===== config.mk =====
export PLATFORM = sky130hd
export DESIGN_NAME = ads868x_spi_responder
export DESIGN_NICKNAME = d
export VERILOG_FILES = /design/src/rtl/ads868x_spi_responder_pkg.sv /design/src/rtl/ads868x_spi_responder_frontend.sv /design/src/rtl/ads868x_spi_responder.sv
export SDC_FILE = /design/constraint.sdc
export NUM_CORES = 1
export LEC_CHECK = 0
export CAP_MARGIN = 5
export CORE_MARGIN = 8
export CORE_UTILIZATION = 56
export CTS_CLUSTER_SIZE = 14
export DETAILED_ROUTE_END_ITERATION = 12
export GPL_TIMING_DRIVEN = 0
export PLACE_DENSITY = 0.75
export SLEW_MARGIN = 30
export SYNTH_ARGS = -nofsm -noshare
export SYNTH_HDL_FRONTEND = slang
export SYNTH_SLANG_ARGS = --single-unit

===== constraint.sdc =====
create_clock -name aclk -period 3.4 [get_ports aclk]
set_input_delay 0.51 -clock aclk [delete_from_list [all_inputs] [get_ports aclk]]
set_output_delay 0.51 -clock aclk [all_outputs]
set_load 0.02 [all_outputs]

===== src/rtl/ads868x_spi_responder_pkg.sv =====
// Shared encodings for the ADS868x SPI responder: command codes, register map,
// power/mode states and the auto-sequence channel helpers.
package ads868x_spi_responder_pkg;

  typedef enum logic [1:0] {
    PWR_ACTIVE = 2'd0,
    PWR_STDBY  = 2'd1,
    PWR_PD     = 2'd2
  } pwr_e;

  typedef enum logic {
    MODE_MANUAL = 1'b0,
    MODE_AUTO   = 1'b1
  } mode_e;

  localparam logic [15:0] CMD_NO_OP    = 16'h0000;
  localparam logic [15:0] CMD_STDBY    = 16'h8200;
  localparam logic [15:0] CMD_PWR_DN   = 16'h8300;
  localparam logic [15:0] CMD_RST      = 16'h8500;
  localparam logic [15:0] CMD_AUTO_RST = 16'hA000;
  localparam logic [2:0]  CMD_MAN_PFX  = 3'b110;

  localparam logic [6:0] ADDR_AUTO_SEQ_EN = 7'h01;
  localparam logic [6:0] ADDR_CH_PWR_DN   = 7'h02;
  localparam logic [6:0] ADDR_FEATURE     = 7'h03;
  localparam logic [6:0] ADDR_RANGE_LO    = 7'h05;
  localparam logic [6:0] ADDR_RANGE_HI    = 7'h0C;

  localparam logic [7:0] DEF_AUTO_SEQ_EN = 8'hFF;
  localparam logic [7:0] DEF_CH_PWR_DN   = 8'h00;
  localparam logic [7:0] DEF_FEATURE     = 8'h00;
  localparam logic [7:0] DEF_RANGE       = 8'h00;

  // Next enabled channel after cur, wrapping 7->0; an empty mask holds cur.
  function automatic logic [2:0] next_enabled_ch(input logic [2:0] cur, input logic [7:0] en);
    logic [2:0] idx;
    logic       found;
    next_enabled_ch = cur;
    found = 1'b0;
    for (int i = 1; i <= 8; i++) begin
      idx = cur + 3'(i);
      if (!found && en[idx]) begin
        next_enabled_ch = idx;
        found = 1'b1;
      end
    end
  endfunction

  function automatic logic [2:0] lowest_enabled_ch(input logic [2:0] cur, input logic [7:0] en);
    lowest_enabled_ch = cur;
    for (int i = 7; i >= 0; i--) begin
      if (en[i]) lowest_enabled_ch = 3'(i);
    end
  endfunction

endpackage


===== src/rtl/ads868x_spi_responder_frontend.sv =====
// Pin front end: synchronizers, SCK/SS edge strobes, device-reset merge and
// the saturating falling-edge bit counter.
module ads868x_spi_responder_frontend #(
  parameter int C_SYNC_STAGES = 2
) (
  input  logic       aclk,
  input  logic       areset,
  input  logic       i_sck,
  input  logic       i_ss_n,
  input  logic       i_mosi,
  input  logic       i_rst_pd_n,
  output logic       o_rst,
  output logic       o_sck_rise,
  output logic       o_sck_fall,
  output logic       o_ss_fall,
  output logic       o_ss_rise,
  output logic       o_mosi,
  output logic [5:0] o_bitcnt
);

  logic [C_SYNC_STAGES-1:0] r_sck_sync;
  logic [C_SYNC_STAGES-1:0] r_ss_sync;
  logic [C_SYNC_STAGES-1:0] r_mosi_sync;
  logic [C_SYNC_STAGES-1:0] r_rstpd_sync;
  logic                     r_sck_d;
  logic                     r_ss_d;
  logic [5:0]               r_bitcnt;
  logic                     w_sck;
  logic                     w_ss_n;

  always_ff @(posedge aclk) begin
    r_sck_sync  <= {r_sck_sync[C_SYNC_STAGES-2:0], i_sck};
    r_ss_sync   <= {r_ss_sync[C_SYNC_STAGES-2:0], i_ss_n};
    r_mosi_sync <= {r_mosi_sync[C_SYNC_STAGES-2:0], i_mosi};
    r_sck_d     <= w_sck;
    r_ss_d      <= w_ss_n;
  end

  // areset clears the pin chain so the device stays in reset until the pin is seen high again.
  always_ff @(posedge aclk) begin
    if (areset) r_rstpd_sync <= '0;
    else        r_rstpd_sync <= {r_rstpd_sync[C_SYNC_STAGES-2:0], i_rst_pd_n};
  end

  assign w_sck      = r_sck_sync[C_SYNC_STAGES-1];
  assign w_ss_n     = r_ss_sync[C_SYNC_STAGES-1];
  assign o_rst      = areset | ~r_rstpd_sync[C_SYNC_STAGES-1];
  assign o_sck_rise = ~w_ss_n &  w_sck & ~r_sck_d;
  assign o_sck_fall = ~w_ss_n & ~w_sck &  r_sck_d;
  assign o_ss_fall  = ~w_ss_n &  r_ss_d;
  assign o_ss_rise  =  w_ss_n & ~r_ss_d;
  assign o_mosi     = r_mosi_sync[C_SYNC_STAGES-1];
  assign o_bitcnt   = r_bitcnt;

  always_ff @(posedge aclk) begin
    if (o_rst)                                r_bitcnt <= 6'd0;
    else if (o_ss_fall)                       r_bitcnt <= 6'd0;
    else if (o_sck_fall && r_bitcnt != 6'd63) r_bitcnt <= r_bitcnt + 6'd1;
  end

endmodule


===== src/rtl/ads868x_spi_responder.sv =====
// ADS868x device model: decodes 32-SCLK frames, holds the program registers and
// channel/power state, and returns samples from an AXI-Stream-loaded bank.
module ads868x_spi_responder
  import ads868x_spi_responder_pkg::*;
#(
  parameter int C_SYNC_STAGES = 2
) (
  input  logic        aclk,
  input  logic        areset,
  input  logic        SCK_I,
  input  logic        SS_I,
  input  logic        MOSI_I,
  output logic        MISO_O,
  output logic        MISO_T,
  input  logic        RST_PD_N,
  input  logic [18:0] s_axis_tdata,
  input  logic        s_axis_tvalid,
  output logic        s_axis_tready,
  output logic        frame_done,
  output logic [15:0] frame_cmd,
  output logic [2:0]  cur_ch
);

  logic        w_rst;
  logic        w_sck_rise;
  logic        w_sck_fall;
  logic        w_ss_fall;
  logic        w_ss_rise;
  logic        w_mosi;
  logic [5:0]  w_bitcnt;

  logic [15:0] r_cmd_sh;
  logic [15:0] r_conv;
  logic [15:0] r_tx_sh;
  logic [15:0] r_bank [8];
  logic [7:0]  r_seq_en;
  logic [7:0]  r_ch_pd;
  logic [7:0]  r_feature;
  logic [7:0]  r_range [8];
  pwr_e        r_pwr;
  mode_e       r_mode;
  logic [2:0]  r_cur_ch;
  logic        r_rd_pend;
  logic [7:0]  r_rd_data;
  logic        r_tready;

  logic        w_decode;
  logic [6:0]  w_addr;
  logic [2:0]  w_range_idx;
  logic        w_range_hit;
  logic [7:0]  w_rd_val;
  logic [15:0] w_tx_word;
  pwr_e        w_nx_pwr;
  mode_e       w_nx_mode;
  logic [2:0]  w_nx_ch;
  logic        w_regs_dflt;
  logic        w_reg_wr;
  logic        w_reg_rd;

  ads868x_spi_responder_frontend #(
    .C_SYNC_STAGES(C_SYNC_STAGES)
  ) u_frontend (
    .aclk       (aclk),
    .areset     (areset),
    .i_sck      (SCK_I),
    .i_ss_n     (SS_I),
    .i_mosi     (MOSI_I),
    .i_rst_pd_n (RST_PD_N),
    .o_rst      (w_rst),
    .o_sck_rise (w_sck_rise),
    .o_sck_fall (w_sck_fall),
    .o_ss_fall  (w_ss_fall),
    .o_ss_rise  (w_ss_rise),
    .o_mosi     (w_mosi),
    .o_bitcnt   (w_bitcnt)
  );

  assign w_decode      = w_ss_rise && (w_bitcnt >= 6'd32);
  assign w_addr        = r_cmd_sh[15:9];
  assign w_range_idx   = r_cmd_sh[11:9] - 3'd5;
  assign w_range_hit   = (w_addr >= ADDR_RANGE_LO) && (w_addr <= ADDR_RANGE_HI);
  assign w_tx_word     = r_rd_pend ? {r_rd_data, 8'h00} : r_conv;
  assign s_axis_tready = r_tready;
  assign cur_ch        = r_cur_ch;

  always_comb begin
    w_rd_val = 8'h00;
    case (w_addr)
      ADDR_AUTO_SEQ_EN: w_rd_val = r_seq_en;
      ADDR_CH_PWR_DN:   w_rd_val = r_ch_pd;
      ADDR_FEATURE:     w_rd_val = r_feature;
      default:          if (w_range_hit) w_rd_val = r_range[w_range_idx];
    endcase
  end

  // Fixed command codes take priority over the generic register read/write forms.
  always_comb begin
    w_nx_pwr    = r_pwr;
    w_nx_mode   = r_mode;
    w_nx_ch     = r_cur_ch;
    w_regs_dflt = 1'b0;
    w_reg_wr    = 1'b0;
    w_reg_rd    = 1'b0;
    if (r_cmd_sh == CMD_NO_OP) begin
      if (r_mode == MODE_AUTO) w_nx_ch = next_enabled_ch(r_cur_ch, r_seq_en);
    end else if (r_cmd_sh == CMD_STDBY) begin
      w_nx_pwr = PWR_STDBY;
    end else if (r_cmd_sh == CMD_PWR_DN) begin
      w_nx_pwr = PWR_PD;
    end else if (r_cmd_sh == CMD_RST) begin
      w_regs_dflt = 1'b1;
      w_nx_pwr    = PWR_ACTIVE;
      w_nx_mode   = MODE_MANUAL;
    end else if (r_cmd_sh == CMD_AUTO_RST) begin
      w_nx_pwr  = PWR_ACTIVE;
      w_nx_mode = MODE_AUTO;
      w_nx_ch   = lowest_enabled_ch(r_cur_ch, r_seq_en);
    end else if (r_cmd_sh[15:13] == CMD_MAN_PFX && r_cmd_sh[9:0] == 10'd0) begin
      w_nx_pwr  = PWR_ACTIVE;
      w_nx_mode = MODE_MANUAL;
      w_nx_ch   = r_cmd_sh[12:10];
    end else if (r_cmd_sh[8]) begin
      w_reg_wr = 1'b1;
    end else begin
      w_reg_rd = 1'b1;
    end
  end

  always_ff @(posedge aclk) begin
    if (w_rst) begin
      r_pwr      <= PWR_ACTIVE;
      r_mode     <= MODE_MANUAL;
      r_cur_ch   <= 3'd0;
      r_rd_pend  <= 1'b0;
      r_seq_en   <= DEF_AUTO_SEQ_EN;
      r_ch_pd    <= DEF_CH_PWR_DN;
      r_feature  <= DEF_FEATURE;
      for (int i = 0; i < 8; i++) r_range[i] <= DEF_RANGE;
      frame_done <= 1'b0;
      frame_cmd  <= 16'h0000;
      r_tready   <= 1'b0;
    end else begin
      r_tready   <= 1'b1;
      frame_done <= w_decode;
      if (w_decode) begin
        frame_cmd <= r_cmd_sh;
        r_pwr     <= w_nx_pwr;
        r_mode    <= w_nx_mode;
        r_cur_ch  <= w_nx_ch;
        r_rd_pend <= w_reg_rd;
        if (w_regs_dflt) begin
          r_seq_en  <= DEF_AUTO_SEQ_EN;
          r_ch_pd   <= DEF_CH_PWR_DN;
          r_feature <= DEF_FEATURE;
          for (int i = 0; i < 8; i++) r_range[i] <= DEF_RANGE;
        end else if (w_reg_wr) begin
          case (w_addr)
            ADDR_AUTO_SEQ_EN: r_seq_en  <= r_cmd_sh[7:0];
            ADDR_CH_PWR_DN:   r_ch_pd   <= r_cmd_sh[7:0];
            ADDR_FEATURE:     r_feature <= r_cmd_sh[7:0];
            default:          if (w_range_hit) r_range[w_range_idx] <= r_cmd_sh[7:0];
          endcase
        end
      end
    end
  end

  always_ff @(posedge aclk) begin
    if (w_reg_rd && w_decode) r_rd_data <= w_rd_val;
    if (w_sck_fall && w_bitcnt < 6'd16) r_cmd_sh <= {r_cmd_sh[14:0], w_mosi};
    // Snapshot at SS fall so a bank write later in the frame cannot disturb it.
    if (w_ss_fall) begin
      if (r_pwr != PWR_ACTIVE || r_ch_pd[r_cur_ch]) r_conv <= 16'h0000;
      else                                          r_conv <= r_bank[r_cur_ch];
    end
  end

  always_ff @(posedge aclk) begin
    if (w_rst) begin
      for (int i = 0; i < 8; i++) r_bank[i] <= 16'h0000;
    end else if (s_axis_tvalid && r_tready) begin
      r_bank[s_axis_tdata[18:16]] <= s_axis_tdata[15:0];
    end
  end

  // Rising edge N (bitcnt = N-1) drives data bit N+1; bits 17..32 come from w_tx_word.
  always_ff @(posedge aclk) begin
    if (w_rst) begin
      MISO_O <= 1'b0;
      MISO_T <= 1'b1;
    end else if (w_ss_fall) begin
      MISO_O <= 1'b0;
      MISO_T <= 1'b0;
    end else if (w_ss_rise) begin
      MISO_O <= 1'b0;
      MISO_T <= 1'b1;
    end else if (w_sck_rise) begin
      if (w_bitcnt == 6'd15) begin
        MISO_O  <= w_tx_word[15];
        r_tx_sh <= {w_tx_word[14:0], 1'b0};
      end else if (w_bitcnt >= 6'd16 && w_bitcnt <= 6'd30) begin
        MISO_O  <= r_tx_sh[15];
        r_tx_sh <= {r_tx_sh[14:0], 1'b0};
      end else begin
        MISO_O <= 1'b0;
      end
    end
  end

endmodule


Yosys cells after proc, flatten, opt, wreduce, memory -nomap -nowiden
Memories as Yosys holds them, arrays and structs flattened. A register that Yosys moved wholly into a read port is not among the register bits.
Index checks and enable logic that the tools add are counted.
- reduce and logical (&&, ||, !) cells: 47
- mux-type cells: 137
- add/sub/neg operators: 9
- magnitude comparators: 14
- divide/modulo/power cells: 0
- bitwise logic cells: 26
- multiply operators: 0
- shift-type cells: 0
- equal/unequal tests: 17
- operators by type and width (cell ; count):
    2-to-1 mux 8 bit ; 19
    2-to-1 mux 3 bit ; 25
    2-to-1 mux 1 bit ; 74
    == test 16 bit, second input constant ; 4
    2-to-1 mux 16 bit ; 4
    less-than comparator 3 x 4 -> 1 bit, second input constant ; 8
    binary-select mux 1 bit (select 3 bit) ; 9
    case mux 8 bit (3 select lines) ; 1
    logical NOT 16 bit ; 1
    OR reduction 16 bit ; 1
    logical AND 1 bit ; 15
    == test 7 x 2 -> 1 bit, second input constant ; 2
    nonzero test 2 bit ; 7
    adder 3 bit, second input constant ; 4
    AND reduction 3 bit ; 4
    NOT 1 bit ; 11
    logical NOT 10 bit ; 1
    2-to-1 mux 2 bit ; 5
    != test 10 bit, second input constant ; 1
    != test 2 bit, second input constant ; 5
    AND reduction 5 bit ; 2
    OR 1 bit ; 9
    AND reduction 9 bit ; 1
    != test 8 x 1 -> 1 bit, second input constant ; 1
    other kinds (22) ; 36
- bits of input ports: 26
- output and inout port bits: 23
- logic and storage cells: 274
- register bits after elaboration: 106
- latch bits: 0
- RAM bits: 192
- ROM bits: 0
- memories kept: 2
- memories (name ; words ; width ; read ports ; clocked after Yosys merged registers in ; wr ports ; RTL line ; RTL):
    r_bank ; 8 ; 16 ; 1 ; 1 ; 8 ; ads868x_spi_responder.sv:35 ; logic [15:0] r_bank [8];
    r_range ; 8 ; 8 ; 1 ; 0 ; 8 ; ads868x_spi_responder.sv:39 ; logic [7:0] r_range [8];

Depth between registers and ports, before layout
Gate-level depths: netlist (run 1).
- word-level depth: 41
- gate-level depth with buffers: 12
- gate-level depth less buffers: 9

Modules after synthesis
Synthesis (run 1) repeated with hierarchy kept, for this count alone.
- cell total of the unflattened synthesis: 1130
- area total of the unflattened synthesis: 14473.9 µm²
- modules (own cells, without submodules) (module ; seq. area each (µm²) ; times used ; area an instance (µm²) ; cells an instance):
    ads868x_spi_responder ; 8438.1 ; 1 ; 13868.3 ; 1076
    ads868x_spi_responder_frontend ; 320.3 ; 1 ; 605.6 ; 54

Worst setup path before layout (run 1)
OpenSTA, ideal clock, no wires.
- path kind: flip-flop to flip-flop
- start: register r_cur_ch[1], in the netlist cur_ch[1]
- end: register r_cur_ch[2], in the netlist cur_ch[2]
- data required time: 3330 ps
- period minus slack after synthesis: 3420 ps
- arrival time: 3350 ps
- library setup time: 70 ps
- buffers on the path: 2
- stages on the path, launching flop included: 12
- slack: -20 ps
- path through: dfxtp_1 buf_6 inv_1 clkbuf_1 ha_1 mux4_2 mux2i_1 nand2_2 o211a_1 o311a_1 or3_1 a21oi_1
- word-level cells in the longest chain between the ends: 40
- elaborated cells between the ends (all ways): 71
- those cells by class: add/sub: 7; eq/ne: 2; mux: 47; reduce/logical: 15
- RTL lines (item ; RTL line ; RTL):
    start, declared ; ads868x_spi_responder.sv:42 ; logic [2:0] r_cur_ch;
    start signal, assigned ; ads868x_spi_responder.sv:149 ; r_cur_ch <= w_nx_ch;
    adder 3 x 1 -> 3 bit ; ads868x_spi_responder_pkg.sv:41 ; idx = cur + 3'(i);
    binary-select mux 1 bit (select 3 bit) ; ads868x_spi_responder_pkg.sv:42 ; if (!found && en[idx]) begin
    2-to-1 mux 1 bit (not written as such) ; ads868x_spi_responder_pkg.sv:42 ;
    2-to-1 mux 1 bit ; ads868x_spi_responder_pkg.sv:42 ;
    2-to-1 mux 1 bit ; ads868x_spi_responder.sv:105 ; if (r_mode == MODE_AUTO) w_nx_ch = next_enabled_ch(r_cur_ch, r_seq_en);
    2-to-1 mux 1 bit ; ads868x_spi_responder.sv:104 ; if (r_cmd_sh == CMD_NO_OP) begin
    logical NOT 1 bit ; ads868x_spi_responder_pkg.sv:42 ;
    logical AND 1 bit ; ads868x_spi_responder_pkg.sv:42 ;
    [... 24 more ...] ; n/a ;
    logical AND 1 bit ; ads868x_spi_responder_pkg.sv:42 ;
    2-to-1 mux 1 bit ; ads868x_spi_responder_pkg.sv:42 ;
    2-to-1 mux 1 bit ; ads868x_spi_responder.sv:105 ;
    2-to-1 mux 1 bit ; ads868x_spi_responder.sv:104 ;
    logical NOT 1 bit ; ads868x_spi_responder_pkg.sv:42 ;
    logical AND 1 bit ; ads868x_spi_responder_pkg.sv:42 ;
    != test 2 bit (no line) ; n/a ;
    AND reduction 9 bit (no line) ; n/a ;
Several ways; a longest one is shown, not always the timed one. The select of a mux whose other input is x is not followed.
A chain may end at the register's enable or synchronous reset.

==> impl_metrics.ini, run 1 <==
[grt]
grt_pass1_wl_mm = 54.83
grt_pass1_vias = 9674
overflow = 0
grt_max_degree = 18
track_usage = 0.2243
antenna_found_initial = 0
busiest_layer = met2
grt_use_met2 = 0.3621
grt_util_met3 = 0.03447
grt_util_met1 = 0.3131

[worst_setup_path]
endpoint_kind = register
worst-path-buf-inv = 3
critPathKind = reg -> reg
max_stage_delay_ns = 0.46
critPathArrivalTime_ns = 3.54
path_max_fanout = 10
slowest_stage = nor3b_1
critPathTopFamily = simple AND/OR/NAND/NOR gates
critPathRequiredTime_ns = 3.60
worstSetupStartpointType = register
path_cells = clkbuf_1 -> inv_1 -> ha_1 -> xor2_2 -> nor3b_1 -> clkbuf_2 -> nor2b_4 -> nand2b_2

[synth]
syn-cell-area_sq_um = 14630
ys.flop_type = edfxtp_1
seq_area_frac_synth = 0.5988
syn_area_per_cell_sq_um = 12.60
async_flop_share = 0
ys_types = 67
ys_ff_latch = 314
synth_top_area_share = 0.5071
synth_edf_count = 247
syn_inst = 1161
ys_top_cells_by_area = edfxtp_1 (51%), mux4_2 (9.2%), dfxtp_1 (9.2%), and2_1 (7.9%), nand2_1 (3.1%)
synth_commonest_cells = edfxtp_1 (247), and2_1 (185), nand2_1 (122)
yosys.cell_count.top_type = edfxtp_1
yosys.area.top_type = edfxtp_1
synth_nets = 1198
yosysWarnings = 0

[layout]
seq_area_sq_um = 8762
multi_input_area_sq_um = 5689
area_delta_synth_final_pct = 16.27
fin_nets = 1297
fin_area_sq_um = 17010
nFillCells = 1912
antenna_cells = 0
drive_gt1_frac = 0.1427

[floorplan]
ioPinCount = 49
core_sq_um = 25840
start_util = 0.5662
die_h_um = 177.6
die_area_sq_um = 31550
fp.dieW_um = 177.6
row_count = 59

[cts]
cts_buffers = 34
cts_sinks = 314
cts_buffer_depth = 3
h-tree-depth = 2
cts_tree = yes
cts_root_buf = clkbuf_16
insertion_delay_ns = 0.52
path_clk_slew_ns = 0.06

[sta]
setup_slack_ns = 0.06388
tightest_slew_ns = 0.9818
fin_crit_sh = 0.9812
hold_viol_final = 0
fmax_mhz = 299.8
timing.hold.ws_ns = 0.3271
relSlewSlack = 0.3455
slew_violations = 0
rsz0062_at_grt = yes
skew_ns = 0.02676
fin_crit_ns = 3.336
setup_viol = 0

[routing]
drt-total-wl_mm = 35.35
first_pass_iters = 5
ant_nets = 0
drt-initial-drc-count = 1161
drc = 0
routedWlPerCell_um = 21.86
via_per_inst = 6.099
vias = 9862

[pwr]
vdd_drop_max_v = 0.0003523
pwr_density_cell_nw_per_um2 = 470.1
p_leak_nw = 6.185

[hold_path]
min-delay-path-class = reg -> reg

[placed_design]
gp_congestion = 0.9062
postPlaceCellArea_sq_um = 15720
dp_slack_ns = -0.8013
dp_hpwl_mm = 23.74
port_buffers = 48

[status]
outcome = complete, no violations

[job]
drv_cap = 0
[final cells by class]
cell class | count | share of cell area
plain buffers | 78 | 0.02045
inverters | 17 | 0.003752
well taps | 335 | 0.02464
repair buffers | 63 | 0.03774
flip-flops and latches | 314 | 0.5152
clock buffers | 51 | 0.05966
multi-input cells | 752 | 0.3345
clock inverters | 7 | 0.004046
[worst paths after layout]
path	from	cells past startpoint	end	slack (ns)
worst max-delay path	r_cmd_sh[10]$_DFFE_PP_	8	r_range[1][2]$_SDFFCE_PN0P_	0.06
worst min-delay path	u_frontend.r_ss_sync[0]$_DFF_P_	0	u_frontend.r_ss_sync[1]$_DFF_P_	0.33
worst min register to register	u_frontend.r_ss_sync[0]$_DFF_P_	0	u_frontend.r_ss_sync[1]$_DFF_P_	0.33
worst max register to register	r_cmd_sh[10]$_DFFE_PP_	8	r_range[1][2]$_SDFFCE_PN0P_	0.06
[power breakdown]
part	leakage, nW	switching (mW)	internal (mW)
combinational	2.26	0.125	0.0796
clock	0.535	1.45	2.13
sequential	3.39	0.0304	4.18
total	6.19	1.60	6.39
[per-layer routing]
metal  routed length [um]  vias to the layer above  part of all wire
met4                  834                        0             0.024
met2                16850                      448              0.48
met3                 2752                       65             0.078
li1                     -                     4453                 -
met1                14910                     4896              0.42
met5                    0                        -                 0
[worst register-to-register path: stages, from the launching register on]
cell and delay (ns):
edfxtp_1 0.39, clkbuf_1 0.36, inv_1 0.23, ha_1 0.26, xor2_2 0.42, nor3b_1 0.46
clkbuf_2 0.30, nor2b_4 0.28, nand2b_2 0.30
[logic make-up (layout without fill, tap and decap cells)]
logic type,Yosys count,in the layout,synth area share
buffers and inverters,95,216,0.02643
multiplexers,98,98,0.1203
flip-flops,314,314,0.5988
XOR/XNOR,7,7,0.005988
AND/OR/NAND/NOR,485,485,0.1771
adder cells (fa/ha/maj),11,11,0.009409
AO/OA/AOI/OAI,151,151,0.06193
[placed cells by master (no fill, tap or decap), types with 11 or more instances in the layout]
| master | count |
|---|---|
| edfxtp_1 | 247 |
| clkbuf_1 | 61 |
| dfxtp_1 | 66 |
| a21oi_1 | 59 |
| and2_1 | 185 |
| nand2_1 | 122 |
| o21ai_0 | 32 |
| and3_1 | 23 |
| clkbuf_16 | 34 |
| nor2_1 | 51 |
| mux4_2 | 60 |
| buf_4 | 11 |
| nand2b_1 | 16 |
| inv_1 | 16 |
| clkbuf_8 | 11 |
| nor3_1 | 17 |
| clkdlybuf4s50_1 | 48 |
| mux2i_1 | 31 |
| nand3_1 | 22 |
[registers in the layout (all words and copies together) (netlist names), 2 cells and up]
register,flops
r_tx_sh,15
r_bank,128
u_frontend.r_mosi_sync,2
u_frontend.r_ss_sync,2
r_feature,8
r_seq_en,8
u_frontend.r_sck_sync,2
r_range,64
r_ch_pd,8
u_frontend.o_bitcnt,6
cur_ch,3
r_pwr,2
u_frontend.r_rstpd_sync,2
r_rd_data,8
r_cmd_sh,16
frame_cmd,16
r_conv,16
[repair_timing]
action                     CTS  global route
pin swaps                    0             0
setup endpoints to repair   59            88
gates resized for setup     19            19
hold buffers                 0             0
setup buffers                1             6
[per-stage QoR]
step	power (mW)	std cells	util	setup TNS, ns
3_3_place_gp	4.471	1544	0.6010	-143.31
2_1_floorplan	4.375	1161	-	0
5_1_grt	8.204	1617	0.6583	-1.215
6_report	7.995	1617	0.6583	0
3_5_place_dp	4.489	1552	0.6085	-38.33
4_1_cts	8.014	1611	0.6539	0
(Power assumes the default switching activity.)
==> run 2: changes to the inputs <==
--- a/config.mk
+++ b/config.mk
@@ -6,6 +6,7 @@
 export NUM_CORES = 1
 export LEC_CHECK = 0
 export CAP_MARGIN = 5
+export CORE_ASPECT_RATIO = 2
 export CORE_MARGIN = 8
 export CORE_UTILIZATION = 56
 export CTS_CLUSTER_SIZE = 14
==> run 2 against run 1 <==
Register-to-register slack gained 0.08 ns. Flip-flop and latch count stayed put. Die area increased by 0.99%. Critical path type unchanged. Critical endpoint is now cur_ch[2]$_SDFFE_PN0P_. Clock skew down 0.0024 ns.
==> impl_metrics.ini, run 2 (synthesis results as in run 1) <==
[worst_setup_path]
endpoint = cur_ch[2]$_SDFFE_PN0P_
worstSetupStartpointType = register
path_depth = 10
critPathRequiredTime_ns = 3.88
critPathArrivalTime_ns = 3.74
crit_start = cur_ch[1]$_SDFFE_PN0P_
path_cells = buf_8 -> clkinvlp_4 -> ha_4 -> mux4_2 -> mux2i_4 -> nand2_2 -> o211a_1 -> o311a_1 -> or3_1 -> a21oi_1
endpoint_kind = register
r2r_cells = 10
slowest_stage = mux4_2
r2r_slack_ns = 0.14
path_max_fanout = 10
critPathTopFamily = multiplexers
r2r-end = cur_ch[2]$_SDFFE_PN0P_
worst-path-buf-inv = 2
critPathKind = reg -> reg
max_stage_delay_ns = 0.61
r2r_start = cur_ch[1]$_SDFFE_PN0P_

[sta]
setup_viol = 0
fmax_mhz = 306.9
relSlewSlack = 0.3339
rsz0062_at_grt = no
hold_viol_final = 0
skew_ns = 0.02439
setup_slack_ns = 0.1413
tightest_slew_ns = 0.9916
slew_violations = 0
fin_crit_sh = 0.9584
fin_crit_ns = 3.259

[layout]
antenna_cells = 0
final_cell_mix = edfxtp_1 (247), and2_1 (185), nand2_1 (122)
largest-register = r_bank
largest_reg_flops = 128
nFillCells = 1934
top_regs = r_bank (128), r_range (64)
layout.cells.most_common = edfxtp_1
fin_area_sq_um = 16670
final_core_util = 0.6499
seq_area_sq_um = 8763
fin_nets = 1287
multi_input_area_sq_um = 5667
drive_gt1_frac = 0.1283
area_delta_synth_final_pct = 13.96

[cts]
cts_tree = yes
path_clk_slew_ns = 0.06
h-tree-depth = 1
hold_buffers = 0
cts_buffer_depth = 3
cts_buffers = 27
insertion_delay_ns = 0.56
cts_root_buf = clkbuf_16
cts_sinks = 314

[routing]
via_per_inst = 5.888
ant_nets = 0
routedWlPerCell_um = 22.04
drc = 0
vias = 9480
drt-initial-drc-count = 591
first_pass_iters = 5
drt-total-wl_mm = 35.48

[pwr]
vdd_drop_max_v = 0.0004560
p_sw_frac = 0.2028
p_leak_nw = 6.029
pwr_density_cell_nw_per_um2 = 438.2
comb_power_share = 0.027
internal_power_mw = 5.823
power_mw = 7.305
p_clk_frac = 0.397
switching_power_mw = 1.482
power_frac_seq = 0.575

[placed_design]
dp_hpwl_mm = 26.57
dp_slack_ns = -0.5896
gp_congestion = 0.9341
port_buffers = 48
postPlaceCellArea_sq_um = 15700

[grt]
antenna_found_initial = 0
overflow = 0
grt_max_degree = 18
grt_pass1_wl_mm = 55.59
grt_pass1_vias = 10180
track_usage = 0.2315

[job]
drv_cap = 0

[floorplan]
row_count = 83
core_sq_um = 25650
fp.dieW_um = 130.3
start_util = 0.5703
ioPinCount = 49
die_h_um = 244.6
die_area_sq_um = 31860

[status]
outcome = complete, no violations

[hold_path]
min-delay-path-class = reg -> reg
run 2: cell count changes in the layout (fill, tap and decap cells not counted), sizes merged:
cell,delta
buf,-3
bufinv,-1
clkbuf,-5
clkinv,-4
clkinvlp,+1
run 2: worst min path at each step:
stage | startpoint | endpoint | cells past startpoint
floorplan | u_frontend.r_mosi_sync[0]$_DFF_P_ | u_frontend.r_mosi_sync[1]$_DFF_P_ | 0
global placement | u_frontend.r_mosi_sync[0]$_DFF_P_ | u_frontend.r_mosi_sync[1]$_DFF_P_ | 0
detailed placement | u_frontend.r_sck_sync[0]$_DFF_P_ | u_frontend.r_sck_sync[1]$_DFF_P_ | 0
CTS | u_frontend.r_sck_sync[0]$_DFF_P_ | u_frontend.r_sck_sync[1]$_DFF_P_ | 0
global route | u_frontend.r_ss_sync[0]$_DFF_P_ | u_frontend.r_ss_sync[1]$_DFF_P_ | 0
finish | u_frontend.r_sck_sync[0]$_DFF_P_ | u_frontend.r_sck_sync[1]$_DFF_P_ | 0
run 2: layout make-up:
type / instances / share of cell area
Buffer: 77 / 0.01997
Clock buffer: 46 / 0.04729
Clock inverter: 3 / 0.0009007
Inverter: 17 / 0.004053
Multi-Input combinational cell: 752 / 0.3399
Sequential cell: 314 / 0.5257
Tap cell: 340 / 0.02552
Timing Repair Buffer: 61 / 0.03663
run 2: metrics by stage:
step	instances	hold slack [ns]	setup TNS, ns
after CTS	1607	0.3311	0
after global placement	1549	0.3102	-119.43
after global routing	1610	0.3338	0
after detailed placement	1557	0.3157	-32.45
final	1610	0.3284	0
after floorplan	1161	0.3096	0
run 2: power groups by stage:
stage / clock network [mW] / logic (mW) / registers [mW]
detailed placement: 0 / 0.198 / 4.29
global placement: 0 / 0.184 / 4.29
finish: 2.90 / 0.200 / 4.20
global route: 3.07 / 0.214 / 4.21
CTS: 2.95 / 0.200 / 4.20
floorplan: 0 / 0.0977 / 4.28
run 2: metal layers:
metal,track usage,part of all wire
met3,0.02790,0.038
met5,0,0
met2,0.4544,0.58
met4,0.1609,0.071
met1,0.2066,0.31
run 2: timing repair:
item,in CTS,in global routing
endpoints found under the setup margin,85,79
setup buffers,2,3
gates resized for setup,16,17
pin swaps,0,0
==> run 3: changes to the inputs <==
--- a/config.mk
+++ b/config.mk
@@ -8,11 +8,11 @@
 export CAP_MARGIN = 5
 export CORE_ASPECT_RATIO = 2
 export CORE_MARGIN = 8
-export CORE_UTILIZATION = 56
+export CORE_UTILIZATION = 61
 export CTS_CLUSTER_SIZE = 14
 export DETAILED_ROUTE_END_ITERATION = 12
 export GPL_TIMING_DRIVEN = 0
-export PLACE_DENSITY = 0.75
+export PLACE_DENSITY = 0.77
 export SLEW_MARGIN = 30
 export SYNTH_ARGS = -nofsm -noshare
 export SYNTH_HDL_FRONTEND = slang
==> constraint.sdc (replaced) <==
create_clock -name aclk -period 3.54 [get_ports aclk]
set_input_delay 0.531 -clock aclk [delete_from_list [all_inputs] [get_ports aclk]]
set_output_delay 0.531 -clock aclk [all_outputs]
set_load 0.02 [all_outputs]
==> run 3 against run 2 <==
Flip-flop and latch count did not move. Cell area decreased by 0.42%. Power is 0.54% lower. Hold slack improved by 0.019 ns. Register-to-register slack about the same. Critical path depth unchanged. Largest power group unchanged.
==> impl_metrics.ini, run 3 (synthesis results as in run 1) <==
[status]
outcome = complete, no violations

[routing]
via_per_inst = 6.161
first_pass_iters = 5
vias = 9580
drt-total-wl_mm = 35.69
drc = 0
drt-initial-drc-count = 538
ant_nets = 0
routedWlPerCell_um = 22.95

[sta]
relSlewSlack = 0.3153
skew_ns = 0.01267
tightest_slew_ns = 1.019
fin_crit_ns = 3.403
setup_viol = 0
fin_crit_sh = 0.9614
fmax_mhz = 293.8
rsz0062_at_grt = no
hold_viol_final = 0
slew_violations = 0

[worst_setup_path]
max_stage_delay_ns = 0.58
worst-path-buf-inv = 2
critPathRequiredTime_ns = 4.02
path_depth = 10
slowest_stage = mux4_2
path_max_fanout = 10
r2r_cells = 10
critPathArrivalTime_ns = 3.88
critPathKind = reg -> reg
worstSetupStartpointType = register
endpoint_kind = register
path_cells = buf_6 -> clkinvlp_4 -> ha_4 -> mux4_2 -> mux2i_4 -> nand2_1 -> o22a_1 -> o311a_1 -> or3_1 -> a21oi_1
crit_start = cur_ch[1]$_SDFFE_PN0P_
r2r_start = cur_ch[1]$_SDFFE_PN0P_
critPathTopFamily = multiplexers
r2r_slack_ns = 0.14

[grt]
overflow = 0
grt_util_met3 = 0.02405
grt_max_degree = 18
antenna_found_initial = 0
grt_util_met1 = 0.2152
grt_pass1_vias = 10220
busiest_layer = met2
grt_use_met2 = 0.4760
grt_pass1_wl_mm = 55.35
track_usage = 0.2448

[floorplan]
fp.dieW_um = 125.5
start_util = 0.6166
ioPinCount = 49
row_count = 80
core_sq_um = 23720
die_h_um = 235.0
die_area_sq_um = 29490

[pwr]
vdd_drop_max_v = 0.0004462
power_frac_seq = 0.556
p_sw_frac = 0.2008
switching_power_mw = 1.459
p_leak_nw = 6.013
pwr_density_cell_nw_per_um2 = 437.7
comb_power_share = 0.026
p_clk_frac = 0.418
internal_power_mw = 5.807

[layout]
largest-register = r_bank
fin_nets = 1283
largest_reg_flops = 128
nFillCells = 1696
fin_area_sq_um = 16600
final_cell_mix = edfxtp_1 (247), and2_1 (185), nand2_1 (122)
area_delta_synth_final_pct = 13.48
antenna_cells = 0
layout.cells.most_common = edfxtp_1
top_regs = r_bank (128), r_range (64)
final_core_util = 0.6997
drive_gt1_frac = 0.1270

[placed_design]
gp_congestion = 0.9349
port_buffers = 48
postPlaceCellArea_sq_um = 15600
dp_hpwl_mm = 26.47

[cts]
cts_root_buf = clkbuf_16
cts_sinks = 314
cts_buffer_depth = 3
cts_buffers = 28
h-tree-depth = 1
cts_tree = yes
path_clk_slew_ns = 0.07
hold_buffers = 0
insertion_delay_ns = 0.56

[job]
drv_cap = 0

[hold_path]
min-delay-path-class = reg -> reg
min_from = u_frontend.r_mosi_sync[0]$_DFF_P_
holdPathStages = 0
[run 3: cell type report]
type,instances,area (sq um),share of cell area
clock inverter,7,87.58,0.005276
inverter,17,67.56,0.004070
buffer,76,321.6,0.01937
sequential,314,8760,0.5277
timing repair buffer,57,556.8,0.03354
multi-input combinational,752,5632,0.3393
clock buffer,45,815.8,0.04914
tap,287,359.1,0.02163
[run 3: worst paths after layout]
check / endpoint
worst min-delay path: u_frontend.r_mosi_sync[1]$_DFF_P_
worst max register to register: cur_ch[2]$_SDFFE_PN0P_
worst min register to register: u_frontend.r_mosi_sync[1]$_DFF_P_
worst max-delay path: cur_ch[2]$_SDFFE_PN0P_
[run 3: power by group through the flow]
| stage | clock network [mW] | logic, mW | registers [mW] |
|---|---|---|---|
| detailed placement | 0 | 0.188 | 4.12 |
| floorplan | 0 | 0.0938 | 4.11 |
| CTS | 3.07 | 0.190 | 4.04 |
| global route | 3.20 | 0.203 | 4.04 |
| finish | 3.04 | 0.189 | 4.04 |
| global placement | 0 | 0.177 | 4.12 |
[run 3: what timing repair did]
| action | 4_1_cts | 5_1_grt |
|---|---|---|
| setup buffers | 1 | 2 |
| cloned | 0 | 0 |
| resized for setup | 11 | 10 |
| endpoints found under the setup margin | 43 | 44 |
| hold endpoints to repair | 0 | 0 |
[run 3: per-layer routing]
layer	routed length, um	up-vias
met1	11030	4677
li1	-	4411
met2	20140	335
met3	1385	157
met5	0	-
met4	3134	0
[run 3: worst reg2reg max path: cells and delay by family (launching register included)]
kind,cells,cell delay (ns)
AOI/OAI and AO/OA,3,0.73
and+or+nand+nor,2,0.48
DFF,1,0.50
muxes,2,0.83
buffers and inverters,2,0.45
adders and majority gates,1,0.35
[run 3: stage by stage]
stage                     std cells  power [mW]  TNS [ns]  worst slack (ns)  hold slack [ns]
final                          1555       7.266         0            0.1366           0.3473
after global routing           1555       7.445         0           0.01873           0.3489
after CTS                      1554       7.297         0           0.05683           0.3455
after detailed placement       1502       4.306    -17.71           -0.5050           0.3138
after global placement         1496       4.292    -95.89           -0.7765           0.3096
after floorplan                1161       4.202         0            0.1198           0.3096
